--- src/rtl/qpsk_mapper.sv ---
// Serial-bit to QPSK mapper: pairs bits MSB-first into symbols and emits
// framed signed I/Q points through a single output register with valid/ready.
module qpsk_mapper #(
    parameter logic signed [15:0] AMP   = 16'sd11585,
    parameter int                 N_SC  = 64,
    parameter int                 IDX_W = $clog2(N_SC)
) (
    input  logic                    clk,
    input  logic                    rst,
    input  logic                    clr,
    input  logic                    bit_in,
    input  logic                    bit_valid,
    output logic                    bit_ready,
    output logic signed [15:0]      I_out,
    output logic signed [15:0]      Q_out,
    output logic                    data_valid,
    input  logic                    out_ready,
    output logic                    sof,
    output logic                    eof,
    output logic [IDX_W-1:0]        sym_idx
);
    localparam int               DATA_W   = 16;
    localparam logic [IDX_W-1:0] LAST_IDX = IDX_W'(N_SC - 1);

    function automatic logic signed [DATA_W-1:0] map_rail(input logic b);
        return b ? AMP : -AMP;
    endfunction

    logic                     phase_p0;
    logic                     msb_p0;
    logic [IDX_W-1:0]         cnt_p0;

    logic signed [DATA_W-1:0] i_p1;
    logic signed [DATA_W-1:0] q_p1;
    logic                     vld_p1;
    logic                     sof_p1;
    logic                     eof_p1;
    logic [IDX_W-1:0]         idx_p1;

    logic                     msb_take;
    logic                     lsb_take;
    logic                     xfer;

    // The MSB slot never stalls; only the LSB needs room in the output register.
    assign bit_ready = !phase_p0 || !vld_p1 || out_ready;
    assign msb_take  = bit_valid && !clr && !phase_p0;
    assign lsb_take  = bit_valid && !clr &&  phase_p0 && bit_ready;
    assign xfer      = vld_p1 && out_ready;

    // Stage p0: bit pairing and frame counter
    always_ff @(posedge clk or negedge rst) begin
        if (!rst) begin
            phase_p0 <= 1'b0;
            msb_p0   <= 1'b0;
            cnt_p0   <= '0;
        end else if (clr) begin
            phase_p0 <= 1'b0;
            cnt_p0   <= '0;
        end else if (msb_take) begin
            msb_p0   <= bit_in;
            phase_p0 <= 1'b1;
        end else if (lsb_take) begin
            phase_p0 <= 1'b0;
            cnt_p0   <= (cnt_p0 == LAST_IDX) ? '0 : cnt_p0 + 1'b1;
        end
    end

    // Stage p1: output register, loads on LSB accept, held while stalled
    always_ff @(posedge clk or negedge rst) begin
        if (!rst) begin
            i_p1   <= '0;
            q_p1   <= '0;
            vld_p1 <= 1'b0;
            sof_p1 <= 1'b0;
            eof_p1 <= 1'b0;
            idx_p1 <= '0;
        end else if (clr) begin
            vld_p1 <= 1'b0;
            sof_p1 <= 1'b0;
            eof_p1 <= 1'b0;
        end else if (lsb_take) begin
            i_p1   <= map_rail(msb_p0);
            q_p1   <= map_rail(bit_in);
            vld_p1 <= 1'b1;
            sof_p1 <= (cnt_p0 == '0);
            eof_p1 <= (cnt_p0 == LAST_IDX);
            idx_p1 <= cnt_p0;
        end else if (xfer) begin
            vld_p1 <= 1'b0;
        end
    end

    assign I_out      = i_p1;
    assign Q_out      = q_p1;
    assign data_valid = vld_p1;
    assign sof        = sof_p1;
    assign eof        = eof_p1;
    assign sym_idx    = idx_p1;

endmodule

--- config.mk ---
export PLATFORM = sky130hd
export DESIGN_NAME = qpsk_mapper
export DESIGN_NICKNAME = d
export VERILOG_FILES = /design/src/rtl/qpsk_mapper.sv
export SDC_FILE = /design/constraint.sdc
export NUM_CORES = 1
export LEC_CHECK = 0
export ABC_AREA = 1
export CAP_MARGIN = 20
export CORE_UTILIZATION = 25
export DETAILED_ROUTE_END_ITERATION = 10
export PLACE_DENSITY = 0.5
export SLEW_MARGIN = 20
export SYNTH_ARGS = -nofsm -noshare
export SYNTH_HDL_FRONTEND = slang
export SYNTH_SLANG_ARGS = --single-unit
--- constraint.sdc ---
create_clock -name clk -period 1.05 [get_ports clk]
set_input_delay 0.105 -clock clk [delete_from_list [all_inputs] [get_ports clk]]
set_output_delay 0.105 -clock clk [all_outputs]
set_load 0.005 [all_outputs]
==> summary.md <==
| Metric | Value |
|---|---|
| Status | finished with violations |
| Failing checks | setup timing |
| Leak pwr | between 1 and 1.5 nW |
| Core ar. | approximately 4500 um^2 |
| CP startpoint kind | register |
| Synth Area per Inst | a little over 9 um^2 |
| Critical Path RT | around 1.2 ns |
| Via count | around 1100 |
| Vias/cell | 4.37 |
| Synthesized Nets | 138 |
| Warnings, synthesis | 0 |
| H-tree depth | 1 |
| Nets | 200 |
| Share of cells above drive strength 1 | between 60% and 70% |
| Most frequent cells in the layout | buf_6, buf_4, dfrtp_1, nand2_1, nand2_2 |
| Clk pin slew, worst setup/hold paths | 0.09 ns |
| # rows | 24 |
| Clk root buf | clkbuf_8 |
| Sequential-to-total area share from yosys stat | a little under half |
| Final Cell Area | around 2100 um^2 |
| Unique masters post-synth | 26 |
| Number of global-route vias before repair | roughly 1000 |
| CP arrival | about 1.4 ns |
| Clk_skew | 0.00248 ns |
| CTS Buf Count | 3 |
| IO Count | 48 |
| Final hold violation count | 0 |
| Clock latency reported for the late side of the worst-skew pair | around 0.26 ns |
| Crit path kind | reg -> reg |
| Setup-failing EPs final | 23 |
| CP Max Fanout | 7 |
| DPL Wire Length | 1810 um |
| TritonRoute pass-1 iters | 4 |
| Global-route wire length before repair | 4840 um |
| Max cap viols | 0 |
| GRT Residual Overflow | 0 |
| Final ANT Viol Nets | 0 |
| P&R area growth vs syn | 73.8% |
| Final WS setup | -0.165 ns |
| Achievable Freq | between 800 and 900 MHz |
| Synth Cell Area | 1210 um^2 |
| Clock sink count | 22 |
| Pin count of the biggest net entering global routing | 23 |
| Die W | around 70 um |
| Mapped Cells | 130 |
| Wirelength per Cell | ~12 um |
| Iteration-0 DRC count of the detailed router | 29 |
| Most common cell after layout, fill and taps aside | buf_6 |
| Initial Utilization | between 20 and 30% |
| Placed instance area | between 1500 and 2000 um^2 |
| # diodes | 0 |
| Peak supply drop | slightly above 0.0006 V |
| Full die area | a little over 5000 um^2 |
| Chip Height | 71.6 um |
| Pwr per Cell Area | 1560 nW/um^2 |
| Worst min path class | in -> async |
| CTS tree | yes |
| RSZ-0062 raised after global routing | yes |
| Max_slew headroom | 84.3% |
| Initial antenna violation count | 0 |
| Design Power | ~3.3 mW |
| Drc violations | 0 |
| Port Buf Inserts | between 40 and 50 |
| Minimum clock period | 1.21 ns |
| Slew Limit Fails | 0 |
| Yosys reg bits | 22 |
| Period utilization | 116% |
| Measured slew at the worst slew-check pin | about 0.23 ns |
| CTS Hold Bufs | 0 |
| Total GRT Usage | approximately an eighth |
| Total wire length | 3000 um |
| Final Util | a little under half |
| Dpl ws | -0.304 ns |
| Max Root-Sink Buffers | 2 |
| Final GP Congestion | 0.782 |
| Crit path capture type | register |
-- cells by family after synthesis --
| kind of cell | count (synthesis) | share of synthesized area (%) |
|---|---|---|
| AOI/OAI and AO/OA | 15 | 8.06 |
| xor gates and xnor gates | 1 | 0.723 |
| adders and majority gates | 2 | 2.07 |
| buffers and inverters | 42 | 23.0 |
| DFF | 22 | 45.5 |
| muxes | 1 | 0.930 |
| and+or+nand+nor | 47 | 19.7 |
-- synthesized netlist by cell type (all sizes together) --
cell	count	area share (%)
nor4	1	0.52
xor2	1	0.72
nor2	5	2.2
nor3	1	0.41
inv	13	4.2
ha	2	2.1
nand2	28	11
nand3	10	5.0
buf	28	18
mux2	1	0.93
o21a	3	1.9
nand4	1	0.52
a21oi	4	2.0
clkbuf	1	1.1
dfrtp	22	45
o21ai	8	4.2
or2	1	0.52
-- per-layer routing --
metal	part of all wire, %	global-route usage [%]	up-vias
met5	0	0	-
met4	1.1	4.36	0
met3	4.8	2.11	4
met2	52	21.0	40
met1	43	15.2	508
li1	-	-	511
-- power by group --
group | switching, mW | internal [mW] | leakage (nW)
clock network | 0.294 | 0.509 | 0.0357
registers | 0.0937 | 0.956 | 0.280
logic | 0.478 | 0.954 | 0.717
total | 0.866 | 2.42 | 1.03
-- sequential cells by signal, indices dropped and copies added (netlist names) --
signal / cells
eof: 1
I_out: 3
sof: 1
sym_idx: 6
msb_p0: 1
Q_out: 2
data_valid: 1
cnt_p0: 6
phase_p0: 1
-- worst max-delay path: stages (launching register included) --
cell     delay [ns]
dfrtp_1        0.41
nand3_2        0.13
buf_6          0.15
nand2_8        0.15
nand2_8        0.09
a21oi_2        0.13
nor2_1         0.05
-- stage by stage --
stage / TNS (ns) / hold WS [ns] / instances
floorplan: 0 / -0.191 / 130
global placement: -6.85 / 0.466 / 212
detailed placement: -7.91 / 0.468 / 212
CTS: -1.66 / 0.176 / 238
global route: -4.06 / 0.186 / 243
finish: -2.43 / 0.175 / 243
-- final cells by class --
class | instances | area, um^2
sequential | 22 | 556
clock buffer | 3 | 41.3
timing repair buffer | 83 | 821
fill | 404 | 2400
clock inverter | 1 | 30.0
inverter | 13 | 56.3
tap | 52 | 65.1
timing repair inverter | 1 | 8.76
multi-input combinational | 68 | 527
-- final timing paths --
kind	startpoint	to	slack, ns	depth (start not counted)
max	phase_p0$_DFFE_PN0P_	cnt_p0[2]$_DFFE_PN0P_	-0.16	6
max in group asynchronous	rst	cnt_p0[2]$_DFFE_PN0P_	0.72	2
max reg2reg	phase_p0$_DFFE_PN0P_	cnt_p0[2]$_DFFE_PN0P_	-0.16	6
min reg2reg	I_out[0]$_DFFE_PN0P_	I_out[0]$_DFFE_PN0P_	0.51	1
min in group clk	bit_in	Q_out[13]$_DFFE_PN0P_	0.49	3
min	rst	cnt_p0[3]$_DFFE_PN0P_	0.17	2
-- repair_timing --
| item | 4_1_cts | 5_1_grt |
|---|---|---|
| setup buffers | 19 | 6 |
| gates resized for setup | 164 | 50 |
| gates cloned | 3 | 0 |
| pin swaps | 11 | 9 |
| endpoints found under the setup margin | 61 | 60 |
| hold endpoints to repair | 0 | 0 |
Power figures use the tool's default switching activity.
